File: config.mk
export PLATFORM = sky130hd
export DESIGN_NAME = multimode_counter
export DESIGN_NICKNAME = d
export VERILOG_FILES = /design/src/rtl/multimode_counter.sv
export SDC_FILE = /design/constraint.sdc
export NUM_CORES = 1
export LEC_CHECK = 0
export BUFFER_PORTS_ARGS = -buffer_cell sky130_fd_sc_hd__buf_4
export CAP_MARGIN = 10
export CORE_MARGIN = 1.5
export CORE_UTILIZATION = 50
export DETAILED_ROUTE_END_ITERATION = 10
export PLACE_DENSITY_LB_ADDON = 0.15
export REMOVE_ABC_BUFFERS = 1
export SYNTH_ARGS = -nofsm -noshare
export SYNTH_HDL_FRONTEND = slang
export SYNTH_SLANG_ARGS = --single-unit
File: constraint.sdc
create_clock -name clk -period 2.42 [get_ports clk]
set_input_delay 0.121 -clock clk [delete_from_list [all_inputs] [get_ports clk]]
set_output_delay 0.121 -clock clk [all_outputs]
set_load 0.01 [all_outputs]
File: src/rtl/multimode_counter.sv
`default_nettype none
// ============================================================================
// multimode_counter - modulo counter, 4 parameter-selected moduli, deferred mode
// Revision: 1.0
// ============================================================================
module multimode_counter #(
  parameter int WIDTH = 4,
  parameter int MOD0  = 16,
  parameter int MOD1  = 10,
  parameter int MOD2  = 12,
  parameter int MOD3  = 6
) (
  input  logic             clk,
  input  logic             reset,
  input  logic             en,
  input  logic             up,
  input  logic             load,
  input  logic [WIDTH-1:0] load_val,
  input  logic [1:0]       mode,
  output logic [WIDTH-1:0] q,
  output logic [1:0]       active_mode,
  output logic             tc,
  output logic             co,
  output logic             mode_pend
);

  localparam int C_LIMIT = 2 ** WIDTH;

  if (MOD0 < 2 || MOD0 > C_LIMIT || MOD1 < 2 || MOD1 > C_LIMIT ||
      MOD2 < 2 || MOD2 > C_LIMIT || MOD3 < 2 || MOD3 > C_LIMIT) begin : g_bad_mod
    $fatal(1, "multimode_counter: every MODk must lie in 2 .. 2**WIDTH");
  end

  // Moduli are stored as M-1 so that M = 2**WIDTH still fits in WIDTH bits.
  localparam logic [WIDTH-1:0] C_MAX0 = WIDTH'(MOD0 - 1);
  localparam logic [WIDTH-1:0] C_MAX1 = WIDTH'(MOD1 - 1);
  localparam logic [WIDTH-1:0] C_MAX2 = WIDTH'(MOD2 - 1);
  localparam logic [WIDTH-1:0] C_MAX3 = WIDTH'(MOD3 - 1);
  localparam logic [WIDTH-1:0] C_ONE  = {{(WIDTH-1){1'b0}}, 1'b1};
  localparam logic [WIDTH-1:0] C_ZERO = '0;

  function automatic logic [WIDTH-1:0] max_of(input logic [1:0] sel);
    case (sel)
      2'd0:    max_of = C_MAX0;
      2'd1:    max_of = C_MAX1;
      2'd2:    max_of = C_MAX2;
      default: max_of = C_MAX3;
    endcase
  endfunction

  logic [WIDTH-1:0] count_q, count_d;
  logic [1:0]       amode_q, amode_d;
  logic [WIDTH-1:0] w_max_act;
  logic [WIDTH-1:0] w_max_req;
  logic [WIDTH-1:0] w_term;
  logic             w_tc;

  assign w_max_act = max_of(amode_q);
  assign w_max_req = max_of(mode);
  assign w_term    = up ? w_max_act : C_ZERO;
  assign w_tc      = (count_q == w_term);

  always_comb begin
    count_d = count_q;
    amode_d = amode_q;
    if (load) begin
      count_d = (load_val > w_max_req) ? w_max_req : load_val;
      amode_d = mode;
    end else if (en) begin
      if (w_tc) begin
        // Wrap start value uses the modulus of the mode taking effect now.
        count_d = up ? C_ZERO : w_max_req;
        amode_d = mode;
      end else begin
        count_d = up ? (count_q + C_ONE) : (count_q - C_ONE);
      end
    end
  end

  always_ff @(posedge clk or negedge reset) begin
    if (!reset) begin
      count_q <= '0;
      amode_q <= 2'd0;
    end else begin
      count_q <= count_d;
      amode_q <= amode_d;
    end
  end

  assign q           = count_q;
  assign active_mode = amode_q;
  assign tc          = w_tc;
  assign co          = w_tc & en;
  assign mode_pend   = (mode != amode_q);

endmodule
`default_nettype wire

=== Word level (Yosys, flattened, before mapping) ===
Index checks and enable logic that the tools add are counted.

* Add/subtract/negate cells: 2
* $lt $le $gt $ge: 1
* Eq/ne operators: 6
* Multiplexer cells: 12
* Bitwise operators: 1
* Reduce and logical (&&, ||, !) cells: 5

{| class="wikitable"
|+ Operator list
! kind !! number
|-
| 2-to-1 mux 4 bit || 7
|-
| one-hot mux 4 bit (3 select lines) || 2
|-
| 2-to-1 mux 2 bit || 3
|-
| adder 4 x 1 -> 4 bit (second input constant) || 1
|-
| == test 2 x 1 -> 1 bit (second input constant) || 2
|-
| == test 2 bit (second input constant) || 2
|-
| == test 4 bit || 1
|-
| greater-than comparator 4 bit || 1
|-
| logical NOT 2 bit || 2
|-
| nonzero test 2 bit || 2
|-
| subtractor 4 x 1 -> 4 bit (second input constant) || 1
|-
| != test 2 bit || 1
|-
| AND reduction 2 bit || 1
|-
| bitwise AND 1 bit || 1
|}

* Flip-flop bits (word level): 6
* Output and inout port bits: 9
* Logic and storage cells: 29

=== Logic depth before layout (Yosys ltp) ===
Gate-level depths: netlist (run 1).

* Word-level depth: 7
* Gate-level depth with buffers: 9

=== Worst setup path before layout (run 1) ===
No wires, ideal clock.

* Path type: flip-flop to flip-flop
* Start: register amode_q[0] (netlist: active_mode[0])
* End: register amode_q[0] (netlist: active_mode[0])
* Data arrival time: 1780 ps
* Path slack: 560 ps
* Cell stages (with the launch flop): 8
* Buffers on the path: 0
* Cells stage by stage: dfrtp_1 > inv_1 > ha_1 > xnor2_1 > o32ai_4 > and3_2 > nor2_1 > mux2i_1

* Cells in the longest elaborated chain, start to end: 6
* Elaborated cells between the ends (all ways): 8
* Classes of those cells: 3 x eq/ne; 2 x mux; 3 x reduce/logical

{| class="wikitable"
|+ Ends and longest elaborated chain
! element !! line !! RTL
|-
| start: declaration || 52 || <nowiki>logic [1:0] amode_q, amode_d;</nowiki>
|-
| start signal: assignment || 86 || <nowiki>amode_q <= amode_d;</nowiki>
|-
| == test 2 bit (tied with other cells) || 43 || <nowiki>case (sel)</nowiki>
|-
| one-hot mux 4 bit (3 select lines) * || 43 ||
|-
| 2-to-1 mux 4 bit * || 60 || <nowiki>assign w_term = up ? w_max_act : C_ZERO;</nowiki>
|-
| == test 4 bit * || 61 || <nowiki>assign w_tc = (count_q == w_term);</nowiki>
|-
| nonzero test 2 bit (no source line) * || n/a ||
|-
| AND reduction 2 bit (no source line) * || n/a ||
|}

Every way passes the cells marked *; elsewhere a longest branch is shown, timed or not.
A chain may end at the register's enable or synchronous reset.

=== Final worst setup path (run 1) ===
* Start: register amode_q[1] (netlist: active_mode[1])
* End: output co

* Cells in the longest elaborated chain, start to end: 5
* Elaborated cells between the ends (all ways): 7
* Classes of those cells: 3 x eq/ne; 2 x mux; 1 x bitwise; 1 x reduce/logical

{| class="wikitable"
|+ Ends and longest elaborated chain
! element !! line !! RTL
|-
| == test 2 bit (tied with other cells) || 43 ||
|-
| one-hot mux 4 bit (3 select lines) * || 43 ||
|-
| 2-to-1 mux 4 bit * || 60 ||
|-
| == test 4 bit * || 61 ||
|-
| bitwise AND 1 bit * || 93 || <nowiki>assign co = w_tc & en;</nowiki>
|-
| end: declaration || 23 || <nowiki>output logic co,</nowiki>
|}

Marked as above.

==> summary.txt, run 1 <==
Status - finished, final reports clean
Total CTS buffers - 3
# nets final - 125
CTS H-tree lvls - 1
DR pass1 iterations - 3
Final Non-Filler Cells - 115
MaxCap Viol Count - 0
ANT nets after route - 0
Sequential cell area fraction in the yosys report - 20.6%
Post-placement cell count - 111
Final hold vios - 0
Syn_area_per_cell - 9.23 µm²
CTS clk-pin slew, worst paths - 50 ps
Clk root buf - clkbuf_4
Most area-consuming cells after synthesis - dfrtp_1 21%, ha_1 19%, xnor2_1 7.2%, mux2i_1 5.5%, inv_1 4.1%
Pwr dens - 552 nW/µm²
Peak VDD IR - 0.000335 V
Worst-margin pin slew - 327 ps
Starting DRC count in detailed routing - 11
CP Data Required Time - 2300 ps
Final-report max-slew violation count - 0
CTS Sinks - 6
Die Area - 1700 µm²
Post-CTS resize count - 0
# rows - 13
Reg2reg setup slack - 510 ps
Synth top cells by count - 11 x ha_1, 8 x inv_1, 6 x dfrtp_1, 6 x nand2_1, 6 x xnor2_1
Largest net degree at the start of global routing - 12
Pleak - 0.439 nW
YS warnings - 0
DP HPWL - 1140 µm
Final period utilization - 81.0%
Routed len/inst - 12.0 µm
Core Footprint - 1330 µm²
Post-synth EDFFs - 0
IO buf count - 19
Vias in the first global route - 565
Worst min-delay path class - primary input to register
Fmax - 510 MHz
Via density - 5.44
WP data arrival - 1840 ps
Yosys cell types - 30
Most common cell in the netlist - ha_1
# IOs - 20
Final setup TNS - 0 ps
Starting Density - 54.7%
First-pass GRT wire length - 2340 µm
Placed Area - 867 µm²
Final Setup Violations - 0
Grt total ovfl - 0
CP Capture Type - output pin
Die Y - 41.2 µm
Leading area contributor after synthesis - dfrtp_1
Synth Register Bits - 6
Crit path kind - register to output pin
Cells after synthesis - 79
DRC viols - 0
Final Critical Period - 1960 ps
Vias - 626
TritonCTS clock tree - yes
Area grow syn2layout - 23.3%
WL final - 1380 µm
Critical path startpoint category - register
Yosys top cell area share - 20.6%
Layout Skew - 4.99 ps
Global router's overall resource usage - 20.8%
Antenna diode count - 0
Async SR Flop Fraction - 100%
Final Instance Area - 900 µm²
Main flop type after synthesis - dfrtp_1
Clock Tree Buf Depth - 2
Mapped cell area - 729 µm²
Pre-CTS setup slack - 509 ps
Crit-path max FO - 5
RSZ-0062 raised after global routing - no
Routability congestion estimate - 0.726
Min setup slack post-route - 459 ps
Worst rel slew slack - 78.1%
Share of cells above drive strength 1 - 26.0%
Die width - 41.2 µm
Clock Latency Late Sink - 240 ps
Initial antenna violation count - 0
sequential cells by signal, summed over array words and instances (netlist names):
name	count
active_mode	2
q	4
layout make-up:
class	instances	area, µm²
Multi-Input combinational cell	63	526
Tap cell	15	18.8
Timing Repair Buffer	20	153
Clock buffer	3	22.5
Fill cell	112	434
Sequential cell	6	150
Inverter	8	30.0
critical path: stages, from the launching register on:
cell and delay [ps]:
dfrtp_1 420, inv_1 90, ha_1 290, xnor2_1 160, o32ai_4 280, and3_2 240, buf_4 120
path summary, 6_finish.rpt:
kind,cells after the start,start,endpoint
min in group asynchronous,2,reset,active_mode[1]
max in group asynchronous,2,reset,q[2]
max reg2reg,7,active_mode[1],q[2]
min,2,load,q[0]
min reg2reg,2,active_mode[1],active_mode[1]
max,6,active_mode[1],co
report_power, final:
| part | total [mW] | leakage [nW] | internal (mW) | switching, mW |
|---|---|---|---|---|
| Clock | 0.0912 | 0.0138 | 0.0561 | 0.0352 |
| Sequential | 0.152 | 0.0680 | 0.119 | 0.0334 |
| Combinational | 0.253 | 0.357 | 0.129 | 0.124 |
routing by layer:
metal | share of wire (%) | track usage, %
met1 | 50 | 26.1
met2 | 45 | 36.7
met3 | 3.4 | 1.63
met4 | 1.0 | 7.26
met5 | 0 | 0
layout by cell type, fill, tap and decap left out:
cell type / netlist / layout
dfrtp_1: 6 / 6
fa_1: 1 / 1
a21oi_1: 3 / 3
maj3_1: 1 / 1
xor2_1: 3 / 3
o41ai_1: 1 / 1
dlygate4sd3_1: 0 / 1
nor3_1: 3 / 3
o31ai_1: 1 / 1
clkbuf_4: 0 / 3
buf_4: 0 / 19
and3_2: 1 / 1
nor2b_1: 1 / 1
inv_1: 8 / 8
a31oi_1: 1 / 1
or3_1: 1 / 1
mux2i_1: 4 / 4
ha_1: 11 / 11
nor2_1: 3 / 3
o32ai_4: 1 / 1
o21ai_0: 5 / 5
o211ai_1: 1 / 1
nand2_4: 1 / 1
nand2_1: 6 / 6
nand2b_1: 1 / 1
a21o_1: 1 / 1
a211oi_1: 3 / 3
xnor2_1: 6 / 6
or3_4: 1 / 1
a221oi_1: 1 / 1
nand3_1: 1 / 1
stage by stage:
step / util (%) / power, mW / hold slack, ps
3_5_place_dp: 65.0 / 0.405 / -66.7
3_3_place_gp: 65.0 / 0.401 / -68.5
5_1_grt: 67.4 / 0.541 / 169
6_report: 67.4 / 0.496 / 144
2_1_floorplan: - / 0.314 / -175
4_1_cts: 67.4 / 0.501 / 136
repair_timing:
item,in CTS,in global routing
buffers inserted,0,0
hold endpoints to repair,6,0
hold buffers,1,0
cells by family (layout without fill, tap and decap cells):
group / count (synthesis) / after routing / synth area share, %
AO/OA/AOI/OAI: 18 / 18 / 18.7
XOR/XNOR: 9 / 9 / 10.8
adder cells (fa/ha/maj): 13 / 13 / 23.0
buffers and inverters: 10 / 31 / 7.38
flip-flops: 6 / 6 / 20.6
multiplexers: 4 / 4 / 5.49
AND/OR/NAND/NOR: 19 / 19 / 14.1
Note: power is estimated with default switching activity, not from simulation.
==> inputs of run 2 (changes only) <==
==> constraint.sdc (replaced) <==
create_clock -name clk -period 1.86 [get_ports clk]
set_input_delay 0.093 -clock clk [delete_from_list [all_inputs] [get_ports clk]]
set_output_delay 0.093 -clock clk [all_outputs]
set_load 0.01 [all_outputs]
==> run 2 against run 1 <==
Against the previous run:
- the flow now finishes with violations (setup timing)
- first-iteration DRC count increased by 18%
- clock skew shrank 4.6 ps
- count of clock-buffer cells in the layout did not move
- via count is 9.7% higher
- core utilization rose by 12 points
- largest cell class unchanged
- largest power group unchanged
- highest routed layer unchanged
==> summary.txt, run 2 (synthesis gave the netlist of run 1 again) <==
CTS clk-pin slew, worst paths - 50 ps (about the same)
Status - finished, violations left (was finished, final reports clean)
Final hold vios - 0 (unchanged)
Die width - 41.2 µm (unchanged)
DR pass1 iterations - 4 (was 3)
Routed len/inst - 13.9 µm (was 12.0 µm)
Initial antenna violation count - 0 (unchanged)
Crit path cell chain - buf_6 -> ha_4 -> xnor2_4 -> o32ai_4 -> and3_4 -> buf_6 (was inv_1 -> ha_1 -> xnor2_1 -> o32ai_4 -> and3_2 -> buf_4)
Clock Latency Late Sink - 240 ps (about the same)
Pleak - 0.505 nW (was 0.439 nW)
TritonCTS clock tree - yes (unchanged)
# IOs - 20 (unchanged)
Clk root buf - clkbuf_4 (unchanged)
CTS Sinks - 6 (unchanged)
CP Capture Type - output pin (unchanged)
Antenna diode count - 0 (unchanged)
Worst-margin pin slew - 342 ps (was 327 ps)
Most common cell on crit path - buf_6
Starting Density - 54.7% (unchanged)
Worst rel slew slack - 77.1% (was 78.1%)
WP data arrival - 1800 ps (was 1840 ps)
Area grow syn2layout - 45.5% (was 23.3%)
Clock Tree Buf Depth - 2 (unchanged)
IO buf count - 19 (unchanged)
Crit-path max FO - 4 (was 5)
Crit path kind - register to output pin (unchanged)
CP max stage delay - 430 ps (was 420 ps)
Pre-CTS setup slack - 6.34 ps (was 509 ps)
Final Non-Filler Cells - 127 (was 115)
Final Setup Violations - 2 (was 0)
Leading cell types in the layout, fill and taps excluded - 28 x buf_4, 9 x ha_1, 6 x nand2_1, 5 x inv_1, 5 x dfrtp_1 (was 19 x buf_4, 11 x ha_1, 8 x inv_1)
Pwr dens - 744 nW/µm² (was 552 nW/µm²)
R2R cell count - 7 (unchanged)
Vias in the first global route - 658 (was 565)
Global router's overall resource usage - 25.3% (was 20.8%)
RSZ-0062 raised after global routing - yes (was no)
DRC viols - 0 (unchanged)
First-pass GRT wire length - 2750 µm (was 2340 µm)
Share of cells above drive strength 1 - 42.0% (was 26.0%)
Vias - 687 (was 626)
CP Data Required Time - 1770 ps (was 2300 ps)
Largest net degree at the start of global routing - 12 (unchanged)
Max reg flops - 4 (unchanged)
Final Power - 0.790 mW (was 0.496 mW)
Total CTS buffers - 3 (unchanged)
Critical path startpoint category - register (unchanged)
CTS H-tree lvls - 1 (unchanged)
DP HPWL - 1250 µm (was 1140 µm)
Final period utilization - 102%
Hold depth - 2 (unchanged)
Failing checks - setup timing
Placed Area - 912 µm² (was 867 µm²)
WL final - 1760 µm (was 1380 µm)
Starting DRC count in detailed routing - 13 (was 11)
Die Area - 1700 µm² (unchanged)
Final-report max-slew violation count - 0 (unchanged)
Slowest stage cell, crit path - dfrtp_2 (was dfrtp_1)
Via density - 5.41 (was 5.44)
Peak VDD IR - 0.000374 V (was 0.000335 V)
Fmax - 530 MHz
# nets final - 137 (was 125)
Most common cell after layout, fill and taps aside - buf_4 (unchanged)
Min setup slack post-route - -28.5 ps (was 459 ps)
ANT nets after route - 0 (unchanged)
Final setup TNS - -30.2 ps (was 0 ps)
Post-placement cell count - 117 (was 111)
Core Footprint - 1330 µm² (unchanged)
Final Instance Area - 1060 µm² (was 900 µm²)
Die Y - 41.2 µm (unchanged)
Layout Skew - 0.360 ps (was 4.99 ps)
FILL cells - 89 (was 112)
Grt total ovfl - 0 (unchanged)
# rows - 13 (unchanged)
Final Critical Period - 1890 ps
Routability congestion estimate - 0.761 (was 0.726)
MaxCap Viol Count - 0 (unchanged)
Worst min-delay path class - primary input to register (unchanged)
## run 2: layout make-up
cell class                      instances  area [µm²]  area share [%]
Inverter                                8        30.0            2.83
Timing Repair Buffer                   32         254            23.9
Tap cell                               15        18.8            1.77
Sequential cell                         6         151            14.3
Multi-Input combinational cell         63         584            55.1
Clock buffer                            3        22.5            2.12
## run 2: power by group
group	internal (mW)	leakage [nW]	switching (mW)
clock	0.0731	0.0138	0.0491
sequential	0.155	0.0670	0.0374
combinational	0.257	0.424	0.219
total	0.484	0.505	0.305
## run 2: through the flow
stage	hold slack (ps)	util [%]
2_1_floorplan	-203	-
3_5_place_dp	-93.8	68.4
5_1_grt	132	79.5
3_3_place_gp	-94.3	68.4
4_1_cts	106	77.8
6_report	126	79.5
## run 2: what timing repair did
| action | CTS | global route |
|---|---|---|
| pin swaps | 6 | 6 |
| resized for setup | 11 | 5 |
| hold buffers | 1 | 0 |
| buffers inserted | 5 | 2 |
| hold endpoints to repair | 6 | 0 |
| endpoints found under the setup margin | 3 | 6 |
## run 2: per-layer routing
metal | GRT usage [%] | wire length, µm | vias to the layer above
met5 | 0 | 0 | -
met2 | 45.7 | 928 | 21
met3 | 2.72 | 60 | 4
met4 | 13.7 | 21 | 0
met1 | 28.3 | 754 | 315
li1 | - | - | 347
## run 2: worst max-delay path, delay by kind of cell (launching register included)
| family | cells | cell delay, ps |
|---|---|---|
| buffers and inverters | 2 | 230 |
| adder cells (fa/ha/maj) | 1 | 160 |
| flip-flops | 1 | 430 |
| AO/OA/AOI/OAI | 1 | 350 |
| XOR/XNOR | 1 | 130 |
| AND/OR/NAND/NOR | 1 | 240 |
## run 2: worst paths after layout
| kind | startpoint | slack (ps) | end |
|---|---|---|---|
| max | active_mode[1] | -30 | co |
| min | load | 130 | q[0] |
| max reg2reg | active_mode[1] | 0 | q[2] |
| min reg2reg | active_mode[0] | 610 | active_mode[0] |
| max in group asynchronous | reset | 1540 | active_mode[1] |
| min in group asynchronous | reset | 190 | q[2] |
